===== src/rtl/iir_pkg.sv =====
// Shared constants for the 7th-order IIR low-pass: widths, numerator coefficients
// and the serial-section FSM state type. Also used by the parallel pole section.
package iir_pkg;

   localparam int DATA_W = 12;
   localparam int COE_W  = 12;
   localparam int N_TAPS = 8;
   localparam int CNT_W  = $clog2(N_TAPS);
   localparam int PROD_W = DATA_W + COE_W;
   localparam int OUT_W  = PROD_W + $clog2(N_TAPS);

   // Binomial numerator, sum 512: unity DC gain after a 9-bit right shift downstream.
   localparam logic signed [COE_W-1:0] B_ZERO [0:N_TAPS-1] = '{
      12'sd4, 12'sd28, 12'sd84, 12'sd140, 12'sd140, 12'sd84, 12'sd28, 12'sd4
   };

   typedef enum logic {
      IDLE = 1'b0,
      MAC  = 1'b1
   } state_t;

endpackage


===== src/rtl/iir_zero_serial_if.sv =====
// Sample/result bus between the upstream sample source and the serial zero section.
interface iir_zero_serial_if;
   import iir_pkg::*;

   // din_valid is a one-cycle strobe with no ready: a sample offered while busy=1 is
   // dropped (and flagged on overrun when built in). dout_valid is a one-cycle strobe
   // that the consumer must take in that cycle; dout holds until the next result.
   logic                     din_valid;
   logic signed [DATA_W-1:0] din;
   logic                     busy;
   logic                     dout_valid;
   logic signed [OUT_W-1:0]  dout;
   logic                     overrun;
   state_t                   dbg_state;

   modport master (
      output din_valid, din,
      input  busy, dout_valid, dout, overrun, dbg_state
   );

   modport slave (
      input  din_valid, din,
      output busy, dout_valid, dout, overrun, dbg_state
   );

endinterface


===== src/rtl/iir_mac.sv =====
// Combinational signed multiply-accumulate: sum_out = acc_in + a*b, full precision,
// product sign-extended to the accumulator width.
module iir_mac
   import iir_pkg::*;
(
   input  logic signed [DATA_W-1:0] a,
   input  logic signed [COE_W-1:0]  b,
   input  logic signed [OUT_W-1:0]  acc_in,
   output logic signed [OUT_W-1:0]  sum_out
);

   logic signed [PROD_W-1:0] w_prod;
   logic signed [OUT_W-1:0]  w_prod_ext;

   assign w_prod     = a * b;
   assign w_prod_ext = {{(OUT_W-PROD_W){w_prod[PROD_W-1]}}, w_prod};
   assign sum_out    = acc_in + w_prod_ext;

endmodule


===== src/rtl/iir_zero_serial.sv =====
// Serial feed-forward section: y[n] = sum b_k*x[n-k] over 8 taps with one shared MAC.
// Optional sticky dropped-sample flag built when IIR_ZERO_OVERRUN_EN is defined.
module iir_zero_serial
   import iir_pkg::*;
(
   input  logic              clk,
   input  logic              rst,
   iir_zero_serial_if.slave  bus
);

   state_t                    r_state;
   state_t                    w_state_nxt;
   logic                      w_capture;
   logic                      w_last;

   logic signed [DATA_W-1:0]  r_x [0:N_TAPS-1];
   logic signed [OUT_W-1:0]   r_acc;
   logic [CNT_W-1:0]          r_cnt;
   logic                      r_busy;
   logic                      r_dout_valid;
   logic signed [OUT_W-1:0]   r_dout;

   logic signed [DATA_W-1:0]  w_x_sel;
   logic signed [COE_W-1:0]   w_coef;
   logic signed [OUT_W-1:0]   w_sum;

   always_ff @(posedge clk) begin
      if (!rst) r_state <= IDLE;
      else      r_state <= w_state_nxt;
   end

   always_comb begin
      w_state_nxt = r_state;
      w_capture   = 1'b0;
      w_last      = 1'b0;
      case (r_state)
         IDLE: begin
            if (bus.din_valid) begin
               w_capture   = 1'b1;
               w_state_nxt = MAC;
            end
         end
         MAC: begin
            if (r_cnt == CNT_W'(N_TAPS-1)) begin
               w_last      = 1'b1;
               w_state_nxt = IDLE;
            end
         end
         default: w_state_nxt = IDLE;
      endcase
   end

   assign w_x_sel = r_x[r_cnt];
   assign w_coef  = B_ZERO[r_cnt];

   iir_mac u_mac (
      .a       (w_x_sel),
      .b       (w_coef),
      .acc_in  (r_acc),
      .sum_out (w_sum)
   );

   // Samples only enter the delay line from IDLE, so a strobe during MAC never shifts it.
   always_ff @(posedge clk) begin
      if (!rst) begin
         for (int k = 0; k < N_TAPS; k++) r_x[k] <= '0;
         r_acc        <= '0;
         r_cnt        <= '0;
         r_busy       <= 1'b0;
         r_dout_valid <= 1'b0;
         r_dout       <= '0;
      end else begin
         r_dout_valid <= 1'b0;
         if (w_capture) begin
            r_x[0] <= bus.din;
            for (int k = 1; k < N_TAPS; k++) r_x[k] <= r_x[k-1];
            r_acc  <= '0;
            r_cnt  <= '0;
            r_busy <= 1'b1;
         end else if (r_state == MAC) begin
            r_acc <= w_sum;
            if (w_last) begin
               r_dout       <= w_sum;
               r_dout_valid <= 1'b1;
               r_busy       <= 1'b0;
               r_cnt        <= '0;
            end else begin
               r_cnt <= r_cnt + CNT_W'(1);
            end
         end
      end
   end

`ifdef IIR_ZERO_OVERRUN_EN
   logic r_overrun;

   always_ff @(posedge clk) begin
      if (!rst)                         r_overrun <= 1'b0;
      else if (bus.din_valid && r_busy) r_overrun <= 1'b1;
   end

   assign bus.overrun = r_overrun;
`else
   assign bus.overrun = 1'b0;
`endif

   assign bus.busy       = r_busy;
   assign bus.dout_valid = r_dout_valid;
   assign bus.dout       = r_dout;
   assign bus.dbg_state  = r_state;

endmodule


===== src/flat_wrapper.sv =====
// flat-port wrapper written by rule: the top's interface ports become plain ports
module iir_zero_serial_flat import iir_pkg::*;
  (clk, rst, bus_din_valid, bus_din, bus_busy, bus_dout_valid, bus_dout, bus_overrun, bus_dbg_state);
  iir_zero_serial_if bus_i ();
  input  logic clk;
  input  logic rst;
  input wire logic [$bits(bus_i.din_valid)-1:0] bus_din_valid;
  input wire logic [$bits(bus_i.din)-1:0] bus_din;
  output wire logic [$bits(bus_i.busy)-1:0] bus_busy;
  output wire logic [$bits(bus_i.dout_valid)-1:0] bus_dout_valid;
  output wire logic [$bits(bus_i.dout)-1:0] bus_dout;
  output wire logic [$bits(bus_i.overrun)-1:0] bus_overrun;
  output wire logic [$bits(bus_i.dbg_state)-1:0] bus_dbg_state;
  assign bus_i.din_valid = bus_din_valid;
  assign bus_i.din = bus_din;
  assign bus_busy = bus_i.busy;
  assign bus_dout_valid = bus_i.dout_valid;
  assign bus_dout = bus_i.dout;
  assign bus_overrun = bus_i.overrun;
  assign bus_dbg_state = bus_i.dbg_state;
  iir_zero_serial u_core (.clk(clk), .rst(rst), .bus(bus_i));
endmodule

===== config.mk =====
export PLATFORM = sky130hd
export DESIGN_NAME = iir_zero_serial_flat
export DESIGN_NICKNAME = d
export VERILOG_FILES = /design/src/rtl/iir_pkg.sv /design/src/rtl/iir_zero_serial_if.sv /design/src/rtl/iir_mac.sv /design/src/rtl/iir_zero_serial.sv /design/src/flat_wrapper.sv
export SDC_FILE = /design/constraint.sdc
export NUM_CORES = 1
export LEC_CHECK = 0
export CORE_MARGIN = 5
export CORE_UTILIZATION = 50
export DETAILED_ROUTE_END_ITERATION = 8
export PLACE_DENSITY = 0.68
export SLEW_MARGIN = 20
export SYNTH_ARGS = -nofsm -noshare
export SYNTH_HDL_FRONTEND = slang
export SYNTH_SLANG_ARGS = --single-unit
export TNS_END_PERCENT = 100

===== constraint.sdc =====
create_clock -name clk -period 11.15 [get_ports clk]
set_input_delay 2.7875 -clock clk [delete_from_list [all_inputs] [get_ports clk]]
set_output_delay 2.7875 -clock clk [all_outputs]
set_load 0.005 [all_outputs]

==> impl_metrics.yaml, run 1 <==
global_routing:
  overflow: 0
  grt_max_degree: 73
  track_usage_pct: 17.07
  grt_most_used_layer: "met2"
  grt_pass1_wl_um: 33400
  grt_util_met2_pct: 26.66
  antenna_found_initial: 0
  grt_pass1_vias: 6774
  grt.met3_usage_pct: 3.190
  grt_use_met1_pct: 24.39
finish:
  multi_input_area_mm2: 0.005708
  fillers: 1802
  drive_gt1_share_pct: 6.726
  stdcell_area_mm2: 0.01184
  synthToLayoutAreaGrowth_pct: 11.48
  diodes: 0
  final_cells: 1286
  ff_latch_area_mm2: 0.004065
  final_nets: 1186
power:
  power.switching_w: 0.0004423
  p_comb_share_pct: 20.3
  pwr-share-clk_pct: 36.3
  power_density_mw_per_mm2: 130.2
  vdd_drop_max_mv: 0.1167
  swShare_pct: 28.70
  leakage_nw: 5.336
  internal-power_w: 0.001099
  pwr-share-seq_pct: 43.4
clocking:
  clock_sinks: 155
  cts.repair.resized: 0
  ctsHoldBuffers: 0
  clk_latency_ns: 0.43
  htreeDepth: 4
  post_cts_buffers: 0
  cts_max_path_buffers: 2
  cts-buffers-inserted: 17
  root_buffer: "clkbuf_16"
  cts_tree: "yes"
  clkTransAtPathRegs_ns: 0.06
logic_synthesis:
  syn_inst: 966
  syn_area_mm2: 0.01062
  synth_edf_count: 96
  avgSynthCellArea_um2: 10.99
  synth_top_flop_cell: "edfxtp_1"
  yosys_warnings: 0
  synth_cell_type_count: 55
  ys_seq_elements: 155
  async_reset_ff_share_pct: 0
  ys_seq_area_share_pct: 38.27
floorplanning:
  core_mm2: 0.02096
  rows: 53
  die-area_mm2: 0.02425
  dieWidth_um: 155.7
  die_h_um: 155.7
  io_pins: 46
  start_util_pct: 50.67
setup_path:
  crit_family: "adder cells"
  slowest_stage: "mux4_2"
  cp-start-kind: "flip-flop"
  crit_fanout: 24
  cpPeakStageDelay_ns: 0.63
  cp_data_required_time_ns: 11.45
  crit_type: "reg -> reg"
  arrival_ns: 6.69
  path_buf_inv: 5
  endpoint_kind: "flip-flop"
  crit_chain: "buf_4 > mux4_2 > mux2i_4 > and2b_1 > ha_1 > inv_1 > fa_1 > fa_1 > inv_1 > fa_1 > inv_1 > fa_1 > inv_1 > ha_1 > a21oi_1 > nand2_1 > o21ai_0 > o21ai_0 > nor2_1 > mux2i_1 > o21ai_0"
placement:
  place.port_buffers: 42
  globalplace.congestion: 0.8397
  place_inst: 1254
  dp_hpwl_um: 14380
  place_ws_ns: 4.539
  placed_cell_area_mm2: 0.01128
hold_path:
  hold_class: "reg -> reg"
detailed_routing:
  routed_wl_um: 19300
  route.detailed.drc: 0
  vias: 6536
  drt_iter0_drc: 362
  vias_per_cell: 5.082
  ant_nets: 0
  drtPass1Iterations: 4
  wl_per_cell_um: 15.01
timing:
  relSlewSlack_pct: 27.00
  rsz0062_at_grt: "false"
  finalMaxSlewViolations: 0
  period_needed_ns: 6.391
  setup_viol: 0
  tns_ns: 0
  fmax_mhz: 156.5
  setup_slack_ns: 4.759
  finalHoldViolations: 0
  period_share_pct: 57.32
  finClkSkew_ns: 0.01362
  worst_slew_pin_slew_ns: 1.065
job:
  maxCapViolations: 0
status:
  status: "complete, no violations"
==> kinds of logic after synthesis <==
family / synth area share [%]
simple gates: 11.02
buf+inv: 8.165
fa+ha+maj: 25.12
flops: 38.27
compound gates: 7.070
mux: 7.847
xor+xnor: 2.474
other cells: 0.03531
==> tightest hold or removal path, cell delays in order (launching register included) <==
cell and delay [ns]:
dfxtp_1 0.32, nand2_1 0.04, o21ai_0 0.05
==> power groups by stage <==
stage                     Sequential, W  Clock (W)  Combinational (W)
after floorplan                0.000672          0           0.000250
after global placement         0.000678          0           0.000308
after detailed placement       0.000679          0           0.000317
after CTS                      0.000668   0.000572           0.000319
after global routing           0.000672   0.000595           0.000363
final                          0.000668   0.000559           0.000313
==> synthesized netlist by cell type, types with 21 or more instances <==
cell | n | area share [%]
a21oi_1 | 27 | 1.3
a22o_1 | 24 | 2.0
and2_1 | 97 | 5.7
clkbuf_1 | 21 | 0.74
dfxtp_1 | 59 | 11
edfxtp_1 | 96 | 27
fa_1 | 67 | 13
ha_1 | 106 | 12
inv_1 | 186 | 6.6
mux2i_1 | 27 | 2.5
mux4_2 | 24 | 5.1
nand2_1 | 29 | 1.0
nor2_1 | 64 | 2.3
o21ai_0 | 23 | 1.1
==> metrics by stage <==
stage	utilization, %	hold slack, ns	power [W]
floorplan	-	0.4315	0.0009218
global placement	53.82	0.4407	0.0009859
detailed placement	53.82	0.4429	0.0009968
CTS	56.48	0.4570	0.001558
global route	56.49	0.4837	0.001630
finish	56.49	0.4497	0.001541
==> cells in the final DEF (no fill, tap or decap), types with 4 or more instances in the layout <==
master             n
inv_1            186
ha_1             106
and2_1            97
edfxtp_1          96
fa_1              67
nor2_1            64
dfxtp_1           58
clkdlybuf4s50_1   42
nand2_1           28
mux2i_1           27
a21oi_1           27
mux4_2            24
a22o_1            24
o21ai_0           23
clkbuf_16         18
xnor2_1           16
nor2b_1           14
xor2_1             9
a21o_1             8
nand3_1            6
clkbuf_1           5
buf_4              5
a211oi_1           4
a31oi_1            4
==> flip-flops by register name, indices dropped and copies added, names as in the netlist, named ones only <==
register               cells
u_core.r_cnt               3
u_core.bus.dbg_state       1
u_core.bus.busy            1
u_core.bus.dout           25
u_core.r_acc              25
u_core.r_x                96
u_core.bus.dout_valid      1
==> layout make-up <==
cell class	instances	share of cell area, %
clock buffer	23	3.964
clock inverter	9	0.7504
inverter	187	5.951
multi-input combinational	590	48.22
sequential	155	34.34
tap	275	2.907
timing repair buffer	47	3.869
==> final timing paths <==
path	from	to	slack, ns	cells after the start
setup / recovery	flip-flop	u_core.r_acc[23]	4.76	21
hold / removal	u_core.bus.dout[6]	u_core.bus.dout[6]	0.45	2
setup reg to reg	flip-flop	u_core.r_acc[23]	4.76	21
hold reg to reg	u_core.bus.dout[6]	u_core.bus.dout[6]	0.45	2
==> routing by layer <==
metal / part of all wire (%) / vias to the layer above / wire, um
met3: 4.8 / 23 / 935
met2: 45 / 113 / 8637
met5: 0 / - / 0
li1: - / 3243 / -
met1: 49 / 3157 / 9440
met4: 1.5 / 0 / 284
Note: power is estimated with default switching activity, not from simulation.
==> inputs of run 2 (changes only) <==
==> constraint.sdc (replaced) <==
create_clock -name clk -period 6.35 [get_ports clk]
set_input_delay 1.5875 -clock clk [delete_from_list [all_inputs] [get_ports clk]]
set_output_delay 1.5875 -clock clk [all_outputs]
set_load 0.005 [all_outputs]
==> impl_metrics.yaml, run 2 (synthesized netlist as in run 1, its figures left out) <==
floorplanning:
  die-area_mm2: 0.02425
  core_mm2: 0.02096
  rows: 53
  start_util_pct: 50.67
  dieWidth_um: 155.7
  die_h_um: 155.7
  io_pins: 46
power:
  pwr-share-clk_pct: 37.3
  pwr-share-seq_pct: 42.5
  power_density_mw_per_mm2: 231.0
  vdd_drop_max_mv: 0.1740
  power.switching_w: 0.0008041
  swShare_pct: 29.13
  internal-power_w: 0.001956
  p_comb_share_pct: 20.2
  total_power_w: 0.002760
  leakage_nw: 5.393
finish:
  regMostFlops: "u_core.r_x"
  ff_latch_area_mm2: 0.004064
  multi_input_area_mm2: 0.005708
  layout.cells.most_common_list: "inv_1 (186), ha_1 (106), and2_1 (97)"
  diodes: 0
  drive_gt1_share_pct: 7.851
  largest_reg_flops: 96
  layout_commonest_cell: "inv_1"
  fin_util_pct: 57.01
  final_cells: 1294
  final_nets: 1195
  synthToLayoutAreaGrowth_pct: 12.50
  fillers: 1805
detailed_routing:
  drtPass1Iterations: 5
  wl_per_cell_um: 15.18
  vias: 6605
  ant_nets: 0
  routed_wl_um: 19640
  route.detailed.drc: 0
  vias_per_cell: 5.104
  drt_iter0_drc: 346
clocking:
  htreeDepth: 4
  clkTransAtPathRegs_ns: 0.07
  cts_tree: "yes"
  cts-buffers-inserted: 17
  clk_latency_ns: 0.43
  cts_max_path_buffers: 2
  clock_sinks: 155
  root_buffer: "clkbuf_16"
setup_path:
  crit_fanout: 22
  cp-start-kind: "flip-flop"
  endpoint_kind: "flip-flop"
  worstRegToRegCells: 20
  cp_data_required_time_ns: 6.67
  arrival_ns: 6.30
  crit_type: "reg -> reg"
  r2r_slack_ns: 0.37
global_routing:
  track_usage_pct: 17.34
  overflow: 0
  grt_max_degree: 73
  grt_pass1_vias: 6779
  antenna_found_initial: 0
  grt_pass1_wl_um: 33840
hold_path:
  hold_class: "reg -> reg"
  worstHoldPathCells: 2
status:
  status: "complete, no violations"
timing:
  finClkSkew_ns: 0.01043
  tns_ns: 0
  finalHoldViolations: 0
  period_needed_ns: 5.980
  relSlewSlack_pct: 35.30
  whs_ns: 0.4555
  fmax_mhz: 167.2
  finalMaxSlewViolations: 0
  rsz0062_at_grt: "false"
  period_share_pct: 94.18
  setup_viol: 0
  worst_slew_pin_slew_ns: 0.9705
placement:
  globalplace.congestion: 0.8235
  place.port_buffers: 42
  place_inst: 1263
  dp_hpwl_um: 14760
job:
  maxCapViolations: 0
run 2: worst paths after layout:
| path | from | to |
|---|---|---|
| max | flip-flop | u_core.r_acc[26] |
| min | u_core.bus.dout[24] | u_core.bus.dout[24] |
| max reg2reg | flip-flop | u_core.r_acc[26] |
| min reg2reg | u_core.bus.dout[24] | u_core.bus.dout[24] |
run 2: per-layer routing:
metal | up-vias | GRT usage [%] | share of wire (%)
met5 | - | 0 | 0
met2 | 133 | 26.87 | 45
met4 | 0 | 5.502 | 1.9
met1 | 3177 | 25.13 | 50
li1 | 3271 | - | -
met3 | 24 | 2.885 | 3.8
run 2: through the flow:
stage | worst slack [ns] | area (um^2)
finish | 0.3695 | 11950
global route | 0.03887 | 11950
CTS | 0.3274 | 11950
detailed placement | 0.3440 | 11360
global placement | 0.4643 | 11360
floorplan | 0.7887 | 10630
run 2: repair_timing:
item	in CTS	in global routing
buffers inserted	0	0
hold buffers	0	0
setup endpoints to repair	0	2
resized for setup	0	1
run 2: power by group through the flow:
stage               combinational [W]  clock, W  sequential, W
global placement             0.000547         0        0.00119
detailed placement           0.000562         0        0.00119
global route                 0.000644   0.00109        0.00118
CTS                          0.000566   0.00105        0.00117
floorplan                    0.000438         0        0.00118
finish                       0.000558   0.00103        0.00117
run 2: layout make-up:
| cell class | instances | share of cell area [%] |
|---|---|---|
| clock buffer | 18 | 3.592 |
| clock inverter | 13 | 1.330 |
| inverter | 187 | 5.897 |
| multi-input combinational | 590 | 47.78 |
| sequential | 155 | 34.02 |
| tap | 275 | 2.880 |
| timing repair buffer | 56 | 4.504 |
run 2: critical path: stages (launching register included):
cell and delay [ns]:
dfxtp_1 0.43, buf_12 0.25, mux4_2 0.51, mux2i_1 0.36
nor2_1 0.10, ha_1 0.24, xor2_1 0.17, ha_1 0.19
a21oi_1 0.18, fa_1 0.45, fa_1 0.48, fa_1 0.55
inv_1 0.04, ha_1 0.40, nand4_1 0.17, nor2_1 0.07
a2111oi_2 0.45, a32oi_1 0.24, and4_1 0.25, nor3_2 0.25
o21ai_2 0.07
